$ cat src/rtl/pattern_source.sv
// pattern_source: test-pattern pixel source for the VGA timing driver.
//
// The driver requests a pixel at (p_xpos, p_ypos). The registered RGB-888
// answer appears on pdata_rgb one clock later, which matches the driver's
// one-cycle request lead. Five patterns are available: colour bars,
// checkerboard, grey ramp, vertical gradient and a bouncing box. Patterns
// can be picked manually or cycled automatically, one pattern every
// FRAMES_PER_PATTERN frames.
//
// Ports:
//   pclk        pixel clock, all logic on the rising edge
//   arst        asynchronous reset, active-high
//   p_xpos      requested pixel column, 0-based
//   p_ypos      requested pixel line, offset by Y_OFFSET
//   video_vs    vertical sync from the driver, active-low
//   auto_en     1 = auto-cycle patterns, 0 = use pattern_sel
//   pattern_sel manual pattern select
//   pdata_rgb   registered pixel data {R,G,B}
//   pattern_cur pattern currently displayed
//
// Optional feature macro: PATTERN_BORDER_EN. When it is defined, a
// 1-pixel white border overrides every pattern on the edge of the
// active area.

module pattern_source #(
  parameter int H_DISP             = 1280,
  parameter int V_DISP             = 720,
  parameter int Y_OFFSET           = 1,
  parameter int BOX_SIZE           = 64,
  parameter int BOX_STEP           = 4,
  parameter int FRAMES_PER_PATTERN = 120
) (
  input  logic        pclk,
  input  logic        arst,
  input  logic [15:0] p_xpos,
  input  logic [15:0] p_ypos,
  input  logic        video_vs,
  input  logic        auto_en,
  input  logic [2:0]  pattern_sel,
  output logic [23:0] pdata_rgb,
  output logic [2:0]  pattern_cur
);

  localparam int          BAR_W      = H_DISP / 8;
  localparam logic [15:0] H_LIM      = 16'(H_DISP);
  localparam logic [15:0] V_LIM      = 16'(V_DISP);
  localparam logic [15:0] Y_OFF      = 16'(Y_OFFSET);
  localparam logic [16:0] BOX_SZ     = 17'(BOX_SIZE);
  localparam logic [16:0] STEP_W     = 17'(BOX_STEP);
  localparam logic [15:0] STEP_N     = 16'(BOX_STEP);
  localparam logic [15:0] BX_MAX     = 16'(H_DISP - BOX_SIZE);
  localparam logic [15:0] BY_MAX     = 16'(V_DISP - BOX_SIZE);
  localparam logic [15:0] FRAME_LAST = 16'(FRAMES_PER_PATTERN - 1);

  typedef enum logic {MANUAL, AUTO} mode_t;

  mode_t       mode_q, mode_d;
  logic        vs_q, vs_d;
  logic [23:0] pdata_rgb_q, pdata_rgb_d;
  logic [2:0]  pattern_cur_q, pattern_cur_d;
  logic [15:0] count_q, count_d;
  logic [15:0] bx_q, bx_d, by_q, by_d;
  logic        bx_fwd_q, bx_fwd_d, by_fwd_q, by_fwd_d;

  logic        tick;
  logic [15:0] y;
  logic        in_range;
  logic [2:0]  bar;
  logic [7:0]  gray;
  logic [7:0]  vgrad;
  logic        in_box;
  logic [23:0] pattern_rgb;
  logic [16:0] x_step, y_step;

  // One axis of the bouncing box. Returns {direction, position}; the box
  // clamps to the wall and reverses instead of overshooting it.
  function automatic logic [16:0] axis_next(input logic [15:0] pos,
                                            input logic        fwd,
                                            input logic [15:0] max_pos);
    logic [16:0] r;
    if (fwd) begin
      if (({1'b0, pos} + STEP_W) >= {1'b0, max_pos}) r = {1'b0, max_pos};
      else                                           r = {1'b1, pos + STEP_N};
    end else begin
      if (pos <= STEP_N) r = {1'b1, 16'd0};
      else               r = {1'b0, pos - STEP_N};
    end
    return r;
  endfunction

  assign tick = vs_q & ~video_vs;

  // Pixel generation for the coordinates requested this cycle. A line
  // above Y_OFFSET wraps y to a large value and lands out of range.
  always_comb begin
    y        = p_ypos - Y_OFF;
    in_range = (p_ypos >= Y_OFF) && (y < V_LIM) && (p_xpos < H_LIM);

    bar = 3'd0;
    for (int k = 1; k < 8; k++) begin
      if (p_xpos >= 16'(k * BAR_W)) bar = 3'(k);
    end

    gray  = (p_xpos[15:10] != 6'd0) ? 8'hFF : p_xpos[9:2];
    vgrad = (y[15:10] != 6'd0)      ? 8'hFF : y[9:2];

    in_box = ({1'b0, p_xpos} >= {1'b0, bx_q}) &&
             ({1'b0, p_xpos} <  ({1'b0, bx_q} + BOX_SZ)) &&
             ({1'b0, y}      >= {1'b0, by_q}) &&
             ({1'b0, y}      <  ({1'b0, by_q} + BOX_SZ));

    pattern_rgb = 24'h000000;
    case (pattern_cur_q)
      3'd0: begin
        case (bar)
          3'd0:    pattern_rgb = 24'hFFFFFF;
          3'd1:    pattern_rgb = 24'hFFFF00;
          3'd2:    pattern_rgb = 24'h00FFFF;
          3'd3:    pattern_rgb = 24'h00FF00;
          3'd4:    pattern_rgb = 24'hFF00FF;
          3'd5:    pattern_rgb = 24'hFF0000;
          3'd6:    pattern_rgb = 24'h0000FF;
          default: pattern_rgb = 24'h000000;
        endcase
      end
      3'd1:    pattern_rgb = (p_xpos[5] ^ y[5]) ? 24'hFFFFFF : 24'h000000;
      3'd2:    pattern_rgb = {gray, gray, gray};
      3'd3:    pattern_rgb = {8'h00, vgrad, 8'hFF - vgrad};
      3'd4:    pattern_rgb = in_box ? 24'hFFFFFF : 24'h000040;
      default: pattern_rgb = 24'h000000;
    endcase

`ifdef PATTERN_BORDER_EN
    if ((p_xpos == 16'd0) || (p_xpos == H_LIM - 16'd1) ||
        (y == 16'd0) || (y == V_LIM - 16'd1)) begin
      pattern_rgb = 24'hFFFFFF;
    end
`endif

    pdata_rgb_d = in_range ? pattern_rgb : 24'h000000;
  end

  // Frame-level state: box motion and pattern selection. Everything holds
  // except on the vsync falling-edge tick, so nothing changes mid-frame.
  always_comb begin
    vs_d          = video_vs;
    mode_d        = mode_q;
    pattern_cur_d = pattern_cur_q;
    count_d       = count_q;
    bx_d          = bx_q;
    by_d          = by_q;
    bx_fwd_d      = bx_fwd_q;
    by_fwd_d      = by_fwd_q;
    x_step        = axis_next(bx_q, bx_fwd_q, BX_MAX);
    y_step        = axis_next(by_q, by_fwd_q, BY_MAX);

    if (tick) begin
      {bx_fwd_d, bx_d} = x_step;
      {by_fwd_d, by_d} = y_step;

      if (!auto_en) begin
        mode_d        = MANUAL;
        pattern_cur_d = pattern_sel;
        count_d       = 16'd0;
      end else if (mode_q == MANUAL) begin
        // Entering auto keeps the current pattern unless it is not part
        // of the 0..4 cycle.
        mode_d  = AUTO;
        count_d = 16'd0;
        if (pattern_cur_q > 3'd4) pattern_cur_d = 3'd0;
      end else if (count_q == FRAME_LAST) begin
        count_d       = 16'd0;
        pattern_cur_d = (pattern_cur_q >= 3'd4) ? 3'd0 : pattern_cur_q + 3'd1;
      end else begin
        count_d = count_q + 16'd1;
      end
    end
  end

  always_ff @(posedge pclk or posedge arst) begin
    if (arst) begin
      mode_q        <= MANUAL;
      vs_q          <= 1'b1;
      pdata_rgb_q   <= 24'h000000;
      pattern_cur_q <= 3'd0;
      count_q       <= 16'd0;
      bx_q          <= 16'd0;
      by_q          <= 16'd0;
      bx_fwd_q      <= 1'b1;
      by_fwd_q      <= 1'b1;
    end else begin
      mode_q        <= mode_d;
      vs_q          <= vs_d;
      pdata_rgb_q   <= pdata_rgb_d;
      pattern_cur_q <= pattern_cur_d;
      count_q       <= count_d;
      bx_q          <= bx_d;
      by_q          <= by_d;
      bx_fwd_q      <= bx_fwd_d;
      by_fwd_q      <= by_fwd_d;
    end
  end

  assign pdata_rgb   = pdata_rgb_q;
  assign pattern_cur = pattern_cur_q;

endmodule

$ cat config.mk
export PLATFORM = sky130hd
export DESIGN_NAME = pattern_source
export DESIGN_NICKNAME = d
export VERILOG_FILES = /design/src/rtl/pattern_source.sv
export SDC_FILE = /design/constraint.sdc
export NUM_CORES = 1
export LEC_CHECK = 0
export BUFFER_PORTS_ARGS = -buffer_cell sky130_fd_sc_hd__buf_2
export CAP_MARGIN = 20
export CORE_ASPECT_RATIO = 0.75
export CORE_MARGIN = 2
export CORE_UTILIZATION = 50
export CTS_CLUSTER_DIAMETER = 50
export DETAILED_ROUTE_END_ITERATION = 10
export PLACE_DENSITY = 0.75
export SLEW_MARGIN = 40
export SYNTH_ARGS = -nofsm -noshare
export SYNTH_HDL_FRONTEND = slang
export SYNTH_SLANG_ARGS = --single-unit
$ cat constraint.sdc
create_clock -name pclk -period 3.4 [get_ports pclk]
set_input_delay 0.51 -clock pclk [delete_from_list [all_inputs] [get_ports pclk]]
set_output_delay 0.51 -clock pclk [all_outputs]
set_load 0.03 [all_outputs]
==> results_dict.tcl <==
set metrics [dict create \
    die_y_um 104 \
    yosys.area.top_type "dfrtp_1" \
    rsz0062_at_grt "true" \
    synth_nets 938 \
    synth_edf_count 0 \
    ir_drop_mv 0.248 \
    synth.area.top_cells "dfrtp_1 27%, ha_1 13%, o21ai_0 6.2%" \
    ant_nets 0 \
    maxSlewHeadroom_pct 49.0 \
    slew_violations 0 \
    syn_inst 831 \
    ys_warn_count 0 \
    diodes 0 \
    cts_buffer_depth 2 \
    area_growth_syn_to_layout_pct 19.2 \
    p_clk_share_pct 21.2 \
    htree_levels 3 \
    cp-end-kind "register" \
    final.setup.tns_ns 0 \
    clk-insertion-delay-late_ns 0.34 \
    synthFlopType "dfrtp_1" \
    worst_slack_ns 0.0717 \
    drt_iter0_drc 480 \
    core_area_um2 13000 \
    dp_slack_ns -0.233 \
    critPathMaxFanout 23 \
    avgSynthCellArea_um2 8.05 \
    grt_pass1_wl_um 29600 \
    post_drt_wl_per_cell_um 16.6 \
    async_flop_share_pct 100 \
    io_buffers 63 \
    cts_made_buffers 9 \
    drc 0 \
    status "complete, no violations" \
    internal_power_mw 2.85 \
    std_cell_rows 36 \
    clock_sinks 75 \
    drt_wl_total_um 18200 \
    num_vias 6670 \
    timing.fmax_ghz 0.300 \
    swShare_pct 44.3 \
    die_area_um2 14300 \
    cp-start-kind "input port" \
    track_usage_pct 25.5 \
    place_hpwl_um 13700 \
    layout-drive-gt1-share_pct 19.4 \
    p_seq_share_pct 25.7 \
    synth_seq_cells 75 \
    cap_violations 0 \
    root_buffer "clkbuf_16" \
    first_pass_iters 5 \
    nFillCells 1172 \
    final_cell_mix "82 x o21ai_0, 72 x dfrtp_1, 67 x ha_1" \
    cts.clk_slew.worst_paths_ns 0.06 \
    synth_area_um2 6690 \
    first_global_vias 6124 \
    required_ns 3.64 \
    switching_power_mw 2.27 \
    hold_path.class "in -> async" \
    p_leak_nw 3.54 \
    gr-total-overflow 0 \
    register_area_um2 1880 \
    nets 1030 \
    powerDensity_nw_per_um2 642 \
    yosysUniqueCellTypes 74 \
    stdcell_area_um2 7980 \
    cts_tree "built" \
    worstMarginPinSlew_ns 0.764 \
    gp_congestion 0.926 \
    multi_input_area_um2 4530 \
    die_x_um 138 \
    finalSetupViolations 0 \
    crit_arrival_ns 3.57 \
    holdBufCountCts 0 \
    ys_seq_area_share_pct 28.1 \
    antenna_found_initial 0 \
    p_total_mw 5.12 \
    io_pins 66 \
    final_common_cell "o21ai_0" \
    period_share_pct 97.9 \
    initial_core_util_pct 51.4 \
    place_area_um2 7520 \
    worst-setup-path-type "in -> reg" \
    comb_power_share_pct 53.1 \
    layout_min_cycle_time_ns 3.33 \
    synth_top_area_share_pct 26.9 \
    hold_viol_final 0 \
    fin_skew_ns 0.00653 \
    avgViaCountPerCell 6.07 \
    grt_max_degree 39 \
]
per-layer routing:
metal  global-route usage, %  part of all wire, %
met5                       0                    0
met4                    6.70                  1.4
met3                    5.17                  8.1
met2                    37.1                   42
met1                    38.2                   49
kinds of logic (layout without fill, tap and decap cells):
logic type               count (synthesis)  count (layout)  synth area share, %
adder cells (fa/ha/maj)                 68              68                 12.7
XOR/XNOR                                41              41                 5.37
buffers and inverters                   99             196                 5.93
AND/OR/NAND/NOR                        294             294                 23.1
AO/OA/AOI/OAI                          247             247                 23.7
flip-flops                              75              75                 28.1
multiplexers                             7               7                 1.12
critical path: stages:
cell	delay, ns
buf_6	0.09
or3_4	0.40
nor4b_4	0.32
nand2_2	0.12
nor4_4	0.27
xor2_1	0.26
ha_1	0.33
a21oi_2	0.15
nand3_1	0.09
o21ai_2	0.12
nand4_1	0.09
or4_4	0.44
buf_12	0.18
a41oi_1	0.19
sequential cells by signal, summed over array words and instances (netlist names):
register / flops
bx_fwd_q: 1
bx_q: 14
mode_q: 1
by_fwd_q: 1
vs_q: 1
count_q: 16
by_q: 14
pattern_cur: 3
pdata_rgb: 24
cell usage after synthesis, drive strengths merged, types with 3 or more instances:
library cell and number:
o21ai 84, dfrtp 72, ha 68, nand2 66
inv 53, nand3 50, nor2 49, a21oi 45
nor3 35, clkbuf 33, xnor2 33, a21o 19
a41oi 18, nand4 18, a31oi 16, and3 16
buf 12, nor4 12, nand2b 11, o31ai 8
xor2 8, nor2b 6, o21a 6, or3 6
a22o 5, nor4b 5, o22ai 5, o41ai 5
mux2 4, o211ai 4, or4 4, a2111oi 3
a211oi 3, a21boi 3, dfstp 3, mux2i 3
nor3b 3, o2111ai 3, o2bb2ai 3, or3b 3
timing repair:
action	4_1_cts	5_1_grt
endpoints found under the setup margin	0	23
buffers inserted	0	1
resized for setup	0	20
worst paths after layout:
path,from,endpoint,slack (ns),cells after the start
setup / recovery,p_ypos[3],pdata_rgb[1]$_DFF_PP0_,0.07,14
setup reg to reg,bx_q[6]$_DFFE_PP0P_,pdata_rgb[1]$_DFF_PP0_,0.15,13
min in group pclk,video_vs,vs_q$_DFF_PP1_,0.31,1
hold / removal,arst,count_q[3]$_DFFE_PP0P_,0.07,2
hold reg to reg,count_q[6]$_DFFE_PP0P_,count_q[6]$_DFFE_PP0P_,0.52,1
max in group asynchronous,arst,pdata_rgb[16]$_DFF_PP0_,2.59,3
final cells by class:
cell class                 instances  area share (%)
clock buffer                      11            2.92
timing repair buffer             126            10.2
clock inverter                     5            1.29
inverter                          54            2.56
tap                              171            2.68
multi-input combinational        657            56.8
sequential                        75            23.6
stage by stage:
| step | cells | util [%] | hold slack (ns) |
|---|---|---|---|
| finish | 1099 | 61.3 | 0.0750 |
| global route | 1099 | 61.3 | 0.0832 |
| CTS | 1098 | 60.4 | 0.0707 |
| detailed placement | 1082 | 57.8 | 0.431 |
| global placement | 1082 | 57.8 | 0.432 |
| floorplan | 831 | - | 0.459 |
power groups by stage:
stage,Clock (mW),Sequential (mW),Combinational [mW]
6_report,1.08,1.32,2.72
5_1_grt,1.13,1.35,3.06
4_1_cts,1.10,1.31,2.66
3_5_place_dp,0,1.33,2.63
3_3_place_gp,0,1.32,2.57
2_1_floorplan,0,1.20,1.99
Note: power is estimated with default switching activity, not from simulation.
